<file path="config.mk">
export PLATFORM = sky130hd
export DESIGN_NAME = mux_sel_controller_flat
export DESIGN_NICKNAME = d
export VERILOG_FILES = /design/src/rtl/microwave_pkg.sv /design/src/rtl/mux_sel_controller_if.sv /design/src/rtl/mux_sel_controller_edge_gate.sv /design/src/rtl/mux_sel_controller.sv /design/src/flat_wrapper.sv
export SDC_FILE = /design/constraint.sdc
export NUM_CORES = 1
export LEC_CHECK = 0
export CAP_MARGIN = 20
export CORE_MARGIN = 2
export CORE_UTILIZATION = 57
export DETAILED_ROUTE_END_ITERATION = 12
export HOLD_SLACK_MARGIN = 0.03
export PLACE_DENSITY = 0.83
export REMOVE_ABC_BUFFERS = 1
export SKIP_LAST_GASP = 1
export SYNTH_ARGS = -nofsm -noshare
export SYNTH_HDL_FRONTEND = slang
export SYNTH_SLANG_ARGS = --single-unit
</file>
<file path="constraint.sdc">
create_clock -name clk -period 3.1 [get_ports clk]
set_input_delay 0.31 -clock clk [delete_from_list [all_inputs] [get_ports clk]]
set_output_delay 0.31 -clock clk [all_outputs]
set_load 0.01 [all_outputs]
</file>
<file path="src/rtl/microwave_pkg.sv">
// microwave_pkg: shared definitions for the microwave timer-source sequencing.
//   state_t   : controller state encoding (IDLE, ARM, COOK, PAUSE, DONE)
//   SEL_DELAY : mux select value for the DelayIn (time-entry pulse) path
//   SEL_DIV   : mux select value for the DivideBy100 (1 Hz) path
//   sel_for() : mux select implied by a controller state
package microwave_pkg;

  typedef enum logic [2:0] {
    IDLE  = 3'd0,
    ARM   = 3'd1,
    COOK  = 3'd2,
    PAUSE = 3'd3,
    DONE  = 3'd4
  } state_t;

  localparam logic SEL_DELAY = 1'b0;
  localparam logic SEL_DIV   = 1'b1;

  // The countdown source is selected from the moment the oven is armed until
  // it either finishes or is cleared; everywhere else the entry path is live.
  function automatic logic sel_for(input state_t s);
    return (s == ARM || s == COOK || s == PAUSE) ? SEL_DIV : SEL_DELAY;
  endfunction

endpackage

</file>
<file path="src/rtl/mux_sel_controller_if.sv">
// mux_sel_controller_if: bundles the keypad/door/timer inputs, the two timer
// sources and the controller outputs of mux_sel_controller.
//   startn/stopn/clearn : active-low synchronized buttons
//   door_closed         : 1 = door closed
//   timer_zero          : countdown counter reads 0
//   delay_in/divide_in  : DelayIn and DivideBy100 timer sources
//   sel, tick_out       : mux select and one-cycle tick towards the counter
//   load_en, mag_on     : timer load mode, magnetron enable
//   done, fault         : cook complete, watchdog fault
// Modports: master = environment driving the controller, slave = controller.
interface mux_sel_controller_if;

  logic startn;
  logic stopn;
  logic clearn;
  logic door_closed;
  logic timer_zero;
  logic delay_in;
  logic divide_in;
  logic sel;
  logic tick_out;
  logic load_en;
  logic mag_on;
  logic done;
  logic fault;

  modport master (
    output startn, stopn, clearn, door_closed, timer_zero, delay_in, divide_in,
    input  sel, tick_out, load_en, mag_on, done, fault
  );

  modport slave (
    input  startn, stopn, clearn, door_closed, timer_zero, delay_in, divide_in,
    output sel, tick_out, load_en, mag_on, done, fault
  );

endinterface

</file>
<file path="src/rtl/mux_sel_controller_edge_gate.sv">
// edge_gate: rising-edge detector for the currently selected timer source with
// a switchover guard.
//   clk, rst_n  : clock, asynchronous active-low reset
//   src         : source value as selected for the coming cycle
//   reload      : source changes (or guard must be re-applied) at this edge
//   en          : allow a pulse to be issued at this edge
//   guard_len   : number of cycles pulses are suppressed after a reload
//   pulse       : one-cycle pulse, one clock after the sampled rising edge
//   guard_idle  : guard counter has run out
module edge_gate #(
  parameter int GUARD_W = 4
) (
  input  logic               clk,
  input  logic               rst_n,
  input  logic               src,
  input  logic               reload,
  input  logic               en,
  input  logic [GUARD_W-1:0] guard_len,
  output logic               pulse,
  output logic               guard_idle
);

  logic               hist_p0;
  logic [GUARD_W-1:0] guard_p0;
  logic               pulse_p0;

  // History resets high so a source already high at reset release is not an
  // edge. On reload the history takes the new source's present level, so the
  // switchover itself never looks like an edge; edges seen while the guard is
  // running update the history and are therefore dropped, not queued.
  always_ff @(posedge clk or negedge rst_n) begin
    if (!rst_n) begin
      hist_p0  <= 1'b1;
      guard_p0 <= '0;
      pulse_p0 <= 1'b0;
    end else begin
      hist_p0 <= src;
      if (reload) begin
        guard_p0 <= guard_len;
        pulse_p0 <= 1'b0;
      end else begin
        pulse_p0 <= en & src & ~hist_p0 & (guard_p0 == '0);
        if (guard_p0 != '0) begin
          guard_p0 <= guard_p0 - 1'b1;
        end
      end
    end
  end

  assign pulse      = pulse_p0;
  assign guard_idle = (guard_p0 == '0);

endmodule

</file>
<file path="src/rtl/mux_sel_controller.sv">
// mux_sel_controller: sequences the 2:1 timer-source mux of the microwave
// datapath and drives the magnetron enable.
//   clk, rst_n : clock, asynchronous active-low reset
//   bus        : mux_sel_controller_if.slave (buttons, door, timer_zero,
//                sources in; sel, tick_out, load_en, mag_on, done, fault out)
// Parameters: GUARD_CYCLES (1..15) tick suppression after a switchover,
//   DONE_CYCLES (1..255) length of the done indication, WDOG_CYCLES cycles
//   without a divide_in edge tolerated while cooking.
// Build option: define TICK_WATCHDOG_EN to build the source-loss watchdog;
//   without it fault is tied low and loss of divide_in is not detected.
module mux_sel_controller
  import microwave_pkg::*;
#(
  parameter int GUARD_CYCLES = 4,
  parameter int DONE_CYCLES  = 8,
  parameter int WDOG_CYCLES  = 200
) (
  input  logic                  clk,
  input  logic                  rst_n,
  mux_sel_controller_if.slave   bus
);

  localparam int GUARD_W = 4;
  localparam int DONE_W  = 8;

  if (GUARD_CYCLES < 1 || GUARD_CYCLES > 15) begin : g_guard_range
    $error("GUARD_CYCLES must be within 1..15");
  end
  if (DONE_CYCLES < 1 || DONE_CYCLES > 255) begin : g_done_range
    $error("DONE_CYCLES must be within 1..255");
  end
  if (WDOG_CYCLES < 2) begin : g_wdog_range
    $error("WDOG_CYCLES must be at least 2");
  end

  state_t              state_q;
  state_t              state_nxt;
  logic                start_p0;
  logic                stop_p0;
  logic                clear_p0;
  logic                start_press;
  logic                stop_press;
  logic                clear_press;
  logic [DONE_W-1:0]   done_cnt_q;
  logic                sel_cur;
  logic                sel_nxt;
  logic                gate_src;
  logic                gate_reload;
  logic                gate_en;
  logic                gate_pulse;
  logic                guard_idle;
  logic                start_ok;
  logic                wdog_trip;

  // Button level history; a press is the high-to-low step against it, so a
  // button held low counts once.
  always_ff @(posedge clk or negedge rst_n) begin
    if (!rst_n) begin
      start_p0 <= 1'b1;
      stop_p0  <= 1'b1;
      clear_p0 <= 1'b1;
    end else begin
      start_p0 <= bus.startn;
      stop_p0  <= bus.stopn;
      clear_p0 <= bus.clearn;
    end
  end

  assign start_press = start_p0 & ~bus.startn;
  assign stop_press  = stop_p0  & ~bus.stopn;
  assign clear_press = clear_p0 & ~bus.clearn;

`ifdef TICK_WATCHDOG_EN
  localparam int WD_W = $clog2(WDOG_CYCLES + 1);

  logic            div_p0;
  logic            div_rise;
  logic [WD_W-1:0] wdog_q;
  logic            fault_q;
  logic            fault_nxt;

  assign div_rise  = bus.divide_in & ~div_p0;
  assign wdog_trip = (state_q == COOK) && !div_rise &&
                     (wdog_q == WD_W'(WDOG_CYCLES - 1));
  assign start_ok  = ~fault_q;

  // Counts cook cycles since the last divide_in rise; held at 0 elsewhere.
  always_ff @(posedge clk or negedge rst_n) begin
    if (!rst_n) begin
      div_p0  <= 1'b1;
      wdog_q  <= '0;
      fault_q <= 1'b0;
    end else begin
      div_p0  <= bus.divide_in;
      fault_q <= fault_nxt;
      if (state_q != COOK || div_rise) begin
        wdog_q <= '0;
      end else if (!wdog_trip) begin
        wdog_q <= wdog_q + 1'b1;
      end
    end
  end

  always_comb begin
    fault_nxt = fault_q;
    if (clear_press) begin
      fault_nxt = 1'b0;
    end else if (wdog_trip && state_nxt == PAUSE) begin
      fault_nxt = 1'b1;
    end
  end

  assign bus.fault = fault_q;
`else
  assign wdog_trip = 1'b0;
  assign start_ok  = 1'b1;
  assign bus.fault = 1'b0;
`endif

  always_ff @(posedge clk or negedge rst_n) begin
    if (!rst_n) begin
      state_q <= IDLE;
    end else begin
      state_q <= state_nxt;
    end
  end

  // Within each state a clear press wins over everything; in COOK a reached
  // zero wins over door/stop so a finished cook always reports DONE.
  always_comb begin
    state_nxt = state_q;
    unique case (state_q)
      IDLE: begin
        if (!clear_press && start_press && start_ok &&
            bus.door_closed && !bus.timer_zero) begin
          state_nxt = ARM;
        end
      end
      ARM: begin
        if (clear_press) begin
          state_nxt = IDLE;
        end else if (stop_press || !bus.door_closed) begin
          state_nxt = PAUSE;
        end else if (guard_idle) begin
          state_nxt = COOK;
        end
      end
      COOK: begin
        if (clear_press) begin
          state_nxt = IDLE;
        end else if (bus.timer_zero) begin
          state_nxt = DONE;
        end else if (stop_press || !bus.door_closed || wdog_trip) begin
          state_nxt = PAUSE;
        end
      end
      PAUSE: begin
        if (clear_press) begin
          state_nxt = IDLE;
        end else if (start_press && start_ok && bus.door_closed) begin
          state_nxt = ARM;
        end
      end
      DONE: begin
        if (clear_press || done_cnt_q == '0) begin
          state_nxt = IDLE;
        end
      end
      default: state_nxt = IDLE;
    endcase
  end

  // Loaded on DONE entry so the indication lasts exactly DONE_CYCLES cycles.
  always_ff @(posedge clk or negedge rst_n) begin
    if (!rst_n) begin
      done_cnt_q <= '0;
    end else if (state_nxt == DONE && state_q != DONE) begin
      done_cnt_q <= DONE_W'(DONE_CYCLES - 1);
    end else if (state_q == DONE && done_cnt_q != '0) begin
      done_cnt_q <= done_cnt_q - 1'b1;
    end
  end

  // The gate is fed the source that will be selected after this edge; every
  // select change and every (re)arm restarts the guard.
  assign sel_cur     = sel_for(state_q);
  assign sel_nxt     = sel_for(state_nxt);
  assign gate_src    = (sel_nxt == SEL_DIV) ? bus.divide_in : bus.delay_in;
  assign gate_reload = (sel_nxt != sel_cur) ||
                       (state_nxt == ARM && state_q != ARM);
  assign gate_en     = (state_nxt != PAUSE);

  edge_gate #(
    .GUARD_W (GUARD_W)
  ) u_edge_gate (
    .clk        (clk),
    .rst_n      (rst_n),
    .src        (gate_src),
    .reload     (gate_reload),
    .en         (gate_en),
    .guard_len  (GUARD_W'(GUARD_CYCLES)),
    .pulse      (gate_pulse),
    .guard_idle (guard_idle)
  );

  // Outputs decode straight from the state register so an asynchronous reset
  // drops mag_on without waiting for a clock.
  assign bus.sel      = sel_cur;
  assign bus.tick_out = gate_pulse;
  assign bus.load_en  = (state_q == IDLE);
  assign bus.mag_on   = (state_q == COOK);
  assign bus.done     = (state_q == DONE);

endmodule

</file>
<file path="src/flat_wrapper.sv">
// flat-port wrapper written by rule: the top's interface ports become plain ports
module mux_sel_controller_flat import microwave_pkg::*;
#(
  parameter int GUARD_CYCLES = 4,
  parameter int DONE_CYCLES  = 8,
  parameter int WDOG_CYCLES  = 200
)
  (clk, rst_n, bus_startn, bus_stopn, bus_clearn, bus_door_closed, bus_timer_zero, bus_delay_in, bus_divide_in, bus_sel, bus_tick_out, bus_load_en, bus_mag_on, bus_done, bus_fault);
  mux_sel_controller_if bus_i ();
  input  logic clk;
  input  logic rst_n;
  input wire logic [$bits(bus_i.startn)-1:0] bus_startn;
  input wire logic [$bits(bus_i.stopn)-1:0] bus_stopn;
  input wire logic [$bits(bus_i.clearn)-1:0] bus_clearn;
  input wire logic [$bits(bus_i.door_closed)-1:0] bus_door_closed;
  input wire logic [$bits(bus_i.timer_zero)-1:0] bus_timer_zero;
  input wire logic [$bits(bus_i.delay_in)-1:0] bus_delay_in;
  input wire logic [$bits(bus_i.divide_in)-1:0] bus_divide_in;
  output wire logic [$bits(bus_i.sel)-1:0] bus_sel;
  output wire logic [$bits(bus_i.tick_out)-1:0] bus_tick_out;
  output wire logic [$bits(bus_i.load_en)-1:0] bus_load_en;
  output wire logic [$bits(bus_i.mag_on)-1:0] bus_mag_on;
  output wire logic [$bits(bus_i.done)-1:0] bus_done;
  output wire logic [$bits(bus_i.fault)-1:0] bus_fault;
  assign bus_i.startn = bus_startn;
  assign bus_i.stopn = bus_stopn;
  assign bus_i.clearn = bus_clearn;
  assign bus_i.door_closed = bus_door_closed;
  assign bus_i.timer_zero = bus_timer_zero;
  assign bus_i.delay_in = bus_delay_in;
  assign bus_i.divide_in = bus_divide_in;
  assign bus_sel = bus_i.sel;
  assign bus_tick_out = bus_i.tick_out;
  assign bus_load_en = bus_i.load_en;
  assign bus_mag_on = bus_i.mag_on;
  assign bus_done = bus_i.done;
  assign bus_fault = bus_i.fault;
  mux_sel_controller #(.GUARD_CYCLES(GUARD_CYCLES), .DONE_CYCLES(DONE_CYCLES), .WDOG_CYCLES(WDOG_CYCLES)) u_core (.clk(clk), .rst_n(rst_n), .bus(bus_i));
endmodule
</file>
* Word-level counts from Yosys, hierarchy flattened *
Cells that the tools add are included.

word-level totals
  output and inout bits = 6
  bits in registers = 20
  bits of input ports = 9

operators by class
  bitwise logic cells = 10
  reduce and logical (&&, ||, !) cells = 24
  mux-type cells = 19
  equality and inequality tests = 12
  add/subtract/negate cells = 2

operators by type and width
  kind                                               count
  two-way mux 3 bit                                  10
  two-way mux 8 bit                                  2
  one-hot mux 3 bit (5 select lines)                 1
  == test 3 x 2 -> 1 bit (second input constant)     4
  zero test 8 bit                                    1
  two-way mux 4 bit                                  2
  nonzero test 8 bit                                 1
  subtractor 8 x 1 -> 8 bit (second input constant)  1
  logical AND 1 bit                                  7
  logical OR 1 bit                                   7
  bitwise AND 1 bit                                  6
  == test 3 x 1 -> 1 bit (second input constant)     2
  == test 3 bit (second input constant)              2
  zero test 4 bit                                    1
  two-way mux 1 bit                                  4
  inverter 1 bit                                     4
  nonzero test 2 bit                                 2
  nonzero test 4 bit                                 1
  subtractor 4 x 1 -> 4 bit (second input constant)  1
  zero test 1 bit                                    3
  zero test 3 bit                                    1
  != test 3 x 1 -> 1 bit (second input constant)     1
  != test 3 x 2 -> 1 bit (second input constant)     1
  != test 3 bit (second input constant)              1
  != test 1 bit                                      1

* Depth between registers and ports, before layout *
Gate-level depths: netlist of the first run.

  depth after elaboration = 17
  mapped depth = 8

* Modules after synthesis *
Synthesis of the first run repeated with hierarchy kept, for this count alone.

second synthesis, totals
  cells, all modules = 115
  area total of the unflattened synthesis = 1152.4 µm²

by module, submodules not included
  module              instances  cells each  sequential area each (µm²)  area an instance (µm²)
  mux_sel_controller  1          89          354.1                       849.6
  edge_gate           1          26          151.4                       302.8

* Worst setup path after synthesis of the first run *
OpenSTA, ideal clock, no wires.

  kind = register to register
  from = register u_core.u_edge_gate.guard_p0[0]
  to = register u_core.u_edge_gate.hist_p0
  setup time = 0.077 ns
  path slack = 0.989 ns
  required time = 3.023 ns
  stages on the path, launching flop included = 8
  buffers on the path = 0
  period minus slack after synthesis = 2.111 ns
  arrival = 2.034 ns
  cell sequence = dfrtp_1 > inv_1 > ha_1 > or3b_4 > or3_4 > and3_2 > a22oi_1 > a21bo_2

between the ends
  longest elaborated chain between the ends = 10

ends and longest elaborated chain
  what                                                              RTL line                            text
  start: declaration                                                mux_sel_controller_edge_gate.sv:24  logic [GUARD_W-1:0] guard_p0;
  start signal: assignment                                          mux_sel_controller_edge_gate.sv:39  guard_p0 <= guard_len;
  start signal: assignment                                          mux_sel_controller_edge_gate.sv:44  guard_p0 <= guard_p0 - 1'b1;
  zero test 4 bit (*)                                               mux_sel_controller_edge_gate.sv:51  assign guard_idle = (guard_p0 == '0);
  two-way mux 3 bit (*)                                             mux_sel_controller.sv:144           end else if (guard_idle) begin
  two-way mux 3 bit (*)                                             mux_sel_controller.sv:142           end else if (stop_press || !bus.door_closed) begin
  two-way mux 3 bit (*)                                             mux_sel_controller.sv:140           if (clear_press) begin
  one-hot mux 3 bit (5 select lines) (*)                            mux_sel_controller.sv:132           unique case (state_q)
  == test 3 x 1 -> 1 bit or == test 3 x 2 -> 1 bit (tied branches)  microwave_pkg.sv:22                 return (s == ARM || s == COOK || s == PAUSE) ? SEL_DIV : SEL_DELAY;
  logical OR 1 bit                                                  microwave_pkg.sv:22
  logical OR 1 bit (*)                                              microwave_pkg.sv:22
  two-way mux 1 bit (*)                                             microwave_pkg.sv:22
  two-way mux 1 bit (*)                                             mux_sel_controller.sv:188           assign gate_src = (sel_nxt == SEL_DIV) ? bus.divide_in : bus.delay_in;
  named net u_core.gate_src                                         mux_sel_controller.sv:47            logic gate_src;
  end signal: assignment                                            mux_sel_controller_edge_gate.sv:37  hist_p0 <= src;
  end: declaration                                                  mux_sel_controller_edge_gate.sv:23  logic hist_p0;

The timed path passes the listed nets; every way through them passes the cells marked *.
A chain may end at the register's enable or synchronous reset.

* Worst setup path in the final report of the first run *
  from = register u_core.u_edge_gate.guard_p0[0]
  to = register u_core.u_edge_gate.pulse_p0, in the netlist u_core.u_edge_gate.pulse

between the ends
  longest elaborated chain between the ends = 14

ends and longest elaborated chain
  what                                                              RTL line                                        text
  zero test 4 bit (*)                                               mux_sel_controller_edge_gate.sv:51
  two-way mux 3 bit (*)                                             mux_sel_controller.sv:144
  two-way mux 3 bit (*)                                             mux_sel_controller.sv:142
  two-way mux 3 bit (*)                                             mux_sel_controller.sv:140
  one-hot mux 3 bit (5 select lines) (*)                            mux_sel_controller.sv:132
  named net u_core.state_nxt[1]                                     mux_sel_controller.sv:37                        state_t state_nxt;
  == test 3 x 1 -> 1 bit or == test 3 x 2 -> 1 bit (tied branches)  microwave_pkg.sv:22, mux_sel_controller.sv:190
  logical OR 1 bit (2 in series)                                    microwave_pkg.sv:22
  two-way mux 1 bit                                                 microwave_pkg.sv:22
  two-way mux 1 bit                                                 mux_sel_controller.sv:188
  bitwise AND 1 bit (3 in series)                                   mux_sel_controller_edge_gate.sv:42              pulse_p0 <= en & src & ~hist_p0 & (guard_p0 == '0);
  two-way mux 1 bit (*)                                             mux_sel_controller_edge_gate.sv:38              if (reload) begin
  end signal: assignment                                            mux_sel_controller_edge_gate.sv:42
  end: declaration                                                  mux_sel_controller_edge_gate.sv:25              logic pulse_p0;

Marked as above.

==> results_dict.tcl, run 1 <==
set metrics [dict create \
    status "finished clean" \
    synth.avg_cell_area_um2 10.08 \
    syn_inst 113 \
    die_y_um 48.70 \
    vias 877 \
    layout-drive-gt1-share_pct 15.75 \
    ir_worst_vdd_uv 556.8 \
    drtIter0Drc 23 \
    synth_most_common_cell "dfrtp_1" \
    io_buffers 13 \
    crit_slowest_cell "or3b_4" \
    tightest_slew_ns 0.8806 \
    grt_pass1_vias 893 \
    p_sw_share_pct 39.29 \
    cp_max_fo 5 \
    diodes 0 \
    slowest_delay_ns 0.43 \
    cts_max_level 1 \
    clock_latency_ns 0.30 \
    async_reset_ff_share_pct 100.0 \
    cts_sinks 20 \
    core_area_mm2 0.001922 \
    first_pass_iters 4 \
    synthTopCellsByArea "dfrtp_1 35%, dfstp_2 9.2%, nor2_1 4.6%" \
    ys_seq_elements 20 \
    finalHoldViolCount 0 \
    path_cells "inv_1, ha_1, or3b_4, or3_4, a31oi_4, nor3_2, a2111oi_2" \
    cts_tree "done" \
    skew_ns 0.0008618 \
    pwr-share-clk_pct 13.3 \
    cts-resized-gates 0 \
    ys_seq_area_share_pct 44.40 \
    max_freq_mhz 447.7 \
    period_needed_ns 2.234 \
    final.period_utilization_pct 72.05 \
    cap_violations 0 \
    place.gp.congestion 0.8801 \
    clockBufferDepth 2 \
    vias_per_cell 5.695 \
    die_w_um 48.70 \
    fin_tns_setup_ns 0 \
    postLayoutCoreUtil_pct 68.42 \
    antenna_found_initial 0 \
    grt_overflow 0 \
    cts_root_buffer "clkbuf_4" \
    p_comb_share_pct 45.5 \
    worstSetupEndpointType "flip-flop" \
    path_clk_slew_ns 0.11 \
    start_util_pct 59.24 \
    grt_pass1_wl_mm 3.939 \
    path_class "flip-flop to flip-flop" \
    cp_data_arrival_time_ns 2.44 \
    post_cts_buffers 0 \
    cts_made_buffers 3 \
    start_kind "flip-flop" \
    multi_input_area_um2 571.8 \
    num_rows 16 \
    p_leak_nw 0.5266 \
    nets 139 \
    internal_power_w 0.0006928 \
    hold_class "primary input to flip-flop" \
    wl_per_cell_um 14.64 \
    grt_max_degree 21 \
    power_density_mw_per_mm2 867.8 \
    yosysUniqueCellTypes 47 \
    pwr-share-seq_pct 41.1 \
    gr-usage-all-layers_pct 21.55 \
    flow.area_growth_from_synthesis_pct 15.49 \
    setup_viol 0 \
    synth_area_mm2 0.001139 \
    yosysTopAreaCellShare_pct 35.16 \
    synth_top_area_cell "dfrtp_1" \
    io-pin-count 15 \
    die-area_mm2 0.002371 \
    register_area_um2 505.5 \
    place_inst 150 \
    slew_viol_final 0 \
    yosysWarnings 0 \
    ys.flop_type "dfrtp_1" \
    postRouteAntennaNets 0 \
    drt-total-wl_mm 2.255 \
    p_switching_w 0.0004484 \
    fin_hold_ws_ns 0.4340 \
    post-dp-hpwl_mm 1.707 \
    holdBufCountCts 0 \
    fillers 156 \
    relSlewSlack_pct 41.11 \
    drc_errors 0 \
    fin_cells 154 \
    rsz0062_at_grt "false" \
    synth_common_cells "16 x dfrtp_1, 14 x nor2_1, 8 x inv_1, 6 x xnor2_1" \
    cp.required_ns 3.30 \
    synth_edf_count 0 \
]
area by class of cell:
| type | instances | area share (%) |
|---|---|---|
| inverter | 8 | 2.284 |
| tap | 27 | 2.569 |
| timing repair buffer | 14 | 10.47 |
| clock buffer | 4 | 2.759 |
| sequential | 20 | 38.44 |
| multi-input combinational | 81 | 43.48 |
power groups by stage:
stage	registers, W	clock network (W)	logic [W]
6_report	0.000469	0.000152	0.000519
5_1_grt	0.000485	0.000167	0.000573
4_1_cts	0.000467	0.000155	0.000522
3_5_place_dp	0.000474	0	0.000517
3_3_place_gp	0.000464	0	0.000500
2_1_floorplan	0.000445	0	0.000376
per-stage QoR:
step,setup WS [ns],cell area [µm²],power [W]
floorplan,0.8558,1107,0.0008210
CTS,0.8468,1315,0.001145
detailed placement,0.8016,1279,0.0009911
global route,0.6748,1315,0.001224
finish,0.8665,1315,0.001141
global placement,0.8358,1279,0.0009638
layer usage:
layer / wire length (µm) / global-route usage (%) / up-vias
met5: 0 / 0 / -
met4: 65 / 10.95 / 0
met3: 116 / 3.704 / 9
met2: 1019 / 34.70 / 31
met1: 1054 / 27.94 / 404
li1: - / - / 433
state kept, by name (all words and copies together), names as in the netlist:
name and flops:
u_core.done_cnt_q 8, u_core.u_edge_gate.guard_p0 4, u_core.state_q 3, u_core.clear_p0 1
u_core.start_p0 1, u_core.stop_p0 1, u_core.u_edge_gate.hist_p0 1, u_core.u_edge_gate.pulse 1
critical path: cells and delay by family (launching register included):
family          cells  cell delay, ns
flops               1            0.42
compound gates      2            0.55
fa+ha+maj           1            0.18
buf+inv             1            0.06
simple gates        3            0.92
kinds of logic (layout without fill, tap and decap cells):
family / Yosys count / after routing / synth area share [%]
AND/OR/NAND/NOR: 49 / 49 / 25.93
flip-flops: 20 / 20 / 44.40
adder cells (fa/ha/maj): 2 / 2 / 2.197
other: 1 / 1 / 0.3294
XOR/XNOR: 7 / 7 / 5.385
buffers and inverters: 12 / 26 / 5.384
AO/OA/AOI/OAI: 22 / 22 / 16.38
layout by cell type (no fill, tap or decap), drive strengths merged, types with 2 or more instances in the layout:
cell type	count
nor3	5
nand2	4
dfstp	4
o21ai	2
xnor2	6
or4	3
clkbuf	4
nand2b	2
ha	2
a31oi	2
nand3	2
nor2	14
or2b	2
a21bo	2
inv	8
a21oi	4
or3b	2
clkdlybuf4s50	13
nor3b	3
or3	4
nor4	2
dfrtp	16
path summary, 6_finish.rpt:
| path | start | to | slack [ns] | cells after the start |
|---|---|---|---|---|
| setup reg to reg | u_core.u_edge_gate.guard_p0[0]$_DFFE_PN0P_ | u_core.u_edge_gate.pulse$_DFF_PN0_ | 0.87 | 7 |
| hold reg to reg | u_core.done_cnt_q[5]$_DFFE_PN0P_ | u_core.done_cnt_q[5]$_DFFE_PN0P_ | 0.56 | 2 |
| setup / recovery | u_core.u_edge_gate.guard_p0[0]$_DFFE_PN0P_ | u_core.u_edge_gate.pulse$_DFF_PN0_ | 0.87 | 7 |
| hold / removal | bus_stopn | u_core.stop_p0$_DFF_PN1_ | 0.43 | 1 |
| max in group asynchronous | rst_n | u_core.done_cnt_q[7]$_DFFE_PN0P_ | 2.07 | 1 |
| min in group asynchronous | rst_n | u_core.state_q[1]$_DFF_PN0_ | 0.50 | 1 |
No activity file was read; power rests on OpenSTA's default activity.
==> run 2, diff against run 1 <==
- CORE_UTILIZATION: 57 -> 53
- PLACE_DENSITY: 0.83 -> 0.78
- clock period: 3.1 -> 2.11 ns (I/O delays scaled with it)
==> run 2 against run 1 <==
The run now ends with negative setup slack left; combinational power increased by 110%; register-to-register slack got worse by 0.87 ns; first-iteration DRC count increased by 8.7%; utilization increased by 6.8 points; clock skew increased by 0.0068 ns; routed wire length increased by 13%; clock power increased by 49%; final cell count increased by 13%; die area increased by 6.9%; sequential share of layout area decreased by 4.9 points; sequential power increased by 43%.
==> results_dict.tcl, run 2 (synthesis results as in run 1) <==
set metrics [dict create \
    drtIter0Drc 25 \
    p_total_w 0.001989 \
    vias 992 \
    r2r_slack_ns -0.001 \
    path_clk_slew_ns 0.12 \
    cp_max_fo 4 \
    core_area_mm2 0.002002 \
    hold_class "primary input to asynchronous set/reset pin" \
    fin_hold_ws_ns 0.2199 \
    num_rows 16 \
    setup_slack_ns -0.001358 \
    path_class "flip-flop to flip-flop" \
    die_w_um 50.35 \
    grt_pass1_wl_mm 4.464 \
    cp.required_ns 2.31 \
    post-dp-hpwl_mm 1.850 \
    p_leak_nw 0.6325 \
    relSlewSlack_pct 60.04 \
    dp_slack_ns -0.06100 \
    top_register "u_core.done_cnt_q" \
    final_area_mm2 0.001506 \
    mostFrequentLayoutCell "buf_4" \
    max_freq_mhz 473.6 \
    cap_violations 0 \
    nets 159 \
    grt_max_degree 21 \
    die_y_um 50.35 \
    io_buffers 13 \
    setup_viol 1 \
    start_kind "flip-flop" \
    first_pass_iters 4 \
    layout-drive-gt1-share_pct 31.97 \
    final.period_utilization_pct 100.1 \
    cts_sinks 20 \
    start_util_pct 56.88 \
    reg_top3 "u_core.done_cnt_q: 8 flops, u_core.u_edge_gate.guard_p0: 4 flops, u_core.state_q: 3 flops" \
    flow.area_growth_from_synthesis_pct 32.31 \
    postRouteAntennaNets 0 \
    clock_latency_ns 0.31 \
    rsz0062_at_grt "true" \
    worstSetupEndpointType "flip-flop" \
    grt_overflow 0 \
    cp_data_arrival_time_ns 2.31 \
    final_cell_mix "21 x buf_4, 16 x dfrtp_1, 13 x nor2_1, 13 x clkdlybuf4s50_1, 8 x inv_1" \
    tightest_slew_ns 0.5931 \
    finalHoldViolCount 0 \
    largest_register_ff_count 8 \
    period_needed_ns 2.111 \
    slew_viol_final 0 \
    cts_max_level 1 \
    diodes 0 \
    cts_tree "done" \
    power_density_mw_per_mm2 1320 \
    ir_worst_vdd_uv 957.7 \
    wl_per_cell_um 14.65 \
    io-pin-count 15 \
    drt-total-wl_mm 2.549 \
    cts_root_buffer "clkbuf_4" \
    violations "negative setup slack" \
    place.gp.congestion 0.8827 \
    status "complete, but fails checks" \
    cts_made_buffers 3 \
    grt_pass1_vias 1023 \
    skew_ns 0.007630 \
    drc_errors 0 \
    die-area_mm2 0.002535 \
    clockBufferDepth 2 \
    gr-usage-all-layers_pct 23.47 \
    antenna_found_initial 0 \
    vias_per_cell 5.701 \
    placed_cell_area_mm2 0.001421 \
]
==> run 2: per-stage QoR <==
stage	setup TNS, ns	std cells	util (%)
5_1_grt	-0.4781	174	75.25
2_1_floorplan	-0.4350	109	-
3_3_place_gp	-0.004215	169	71.00
3_5_place_dp	-0.1065	169	71.00
4_1_cts	-0.02125	173	73.94
6_report	-0.001358	174	75.25
==> run 2: final timing paths <==
kind / start / cells past startpoint / to
max reg2reg: u_core.u_edge_gate.guard_p0[1]$_DFFE_PN0P_ / 8 / u_core.u_edge_gate.guard_p0[0]$_DFFE_PN0P_
min: rst_n / 2 / u_core.done_cnt_q[1]$_DFFE_PN0P_
max in group asynchronous: rst_n / 2 / u_core.u_edge_gate.hist_p0$_DFF_PN1_
min reg2reg: u_core.done_cnt_q[5]$_DFFE_PN0P_ / 2 / u_core.done_cnt_q[5]$_DFFE_PN0P_
min in group clk: bus_stopn / 1 / u_core.stop_p0$_DFF_PN1_
max: u_core.u_edge_gate.guard_p0[1]$_DFFE_PN0P_ / 8 / u_core.u_edge_gate.guard_p0[0]$_DFFE_PN0P_
==> run 2: layer usage <==
metal | up-vias | global-route usage (%) | share of wire, %
li1 | 473 | - | -
met5 | - | 0 | 0
met1 | 473 | 31.78 | 47
met3 | 6 | 3.869 | 5.8
met4 | 0 | 12.16 | 1.7
met2 | 40 | 36.18 | 45
==> run 2: power breakdown <==
group	switching [W]	internal (W)
clock network	0.000121	0.000105
logic	0.000511	0.000578
registers	0.000138	0.000536
total	0.000769	0.00122
==> run 2: final cells by class <==
class | instances | area (µm²)
inverters | 8 | 30.03
fillers | 133 | 495.5
flip-flops and latches | 20 | 505.5
repair buffers | 34 | 287.8
well taps | 27 | 33.78
clock buffers | 4 | 36.28
multi-input cells | 81 | 613.1
==> run 2: what timing repair did <==
item | CTS | global route
gates cloned | 0 | 0
pin swaps | 3 | 5
endpoints found under the setup margin | 5 | 9
hold buffers | 0 | 0
gates resized for setup | 6 | 3
buffers inserted | 1 | 1
==> run 2: worst max-delay path, cell delays in order, from the launching register on <==
cell,delay (ns)
dfrtp_1,0.41
inv_1,0.07
ha_2,0.17
or4b_1,0.45
a32o_2,0.32
o21a_1,0.20
nor3_4,0.17
buf_4,0.16
nor2_1,0.04
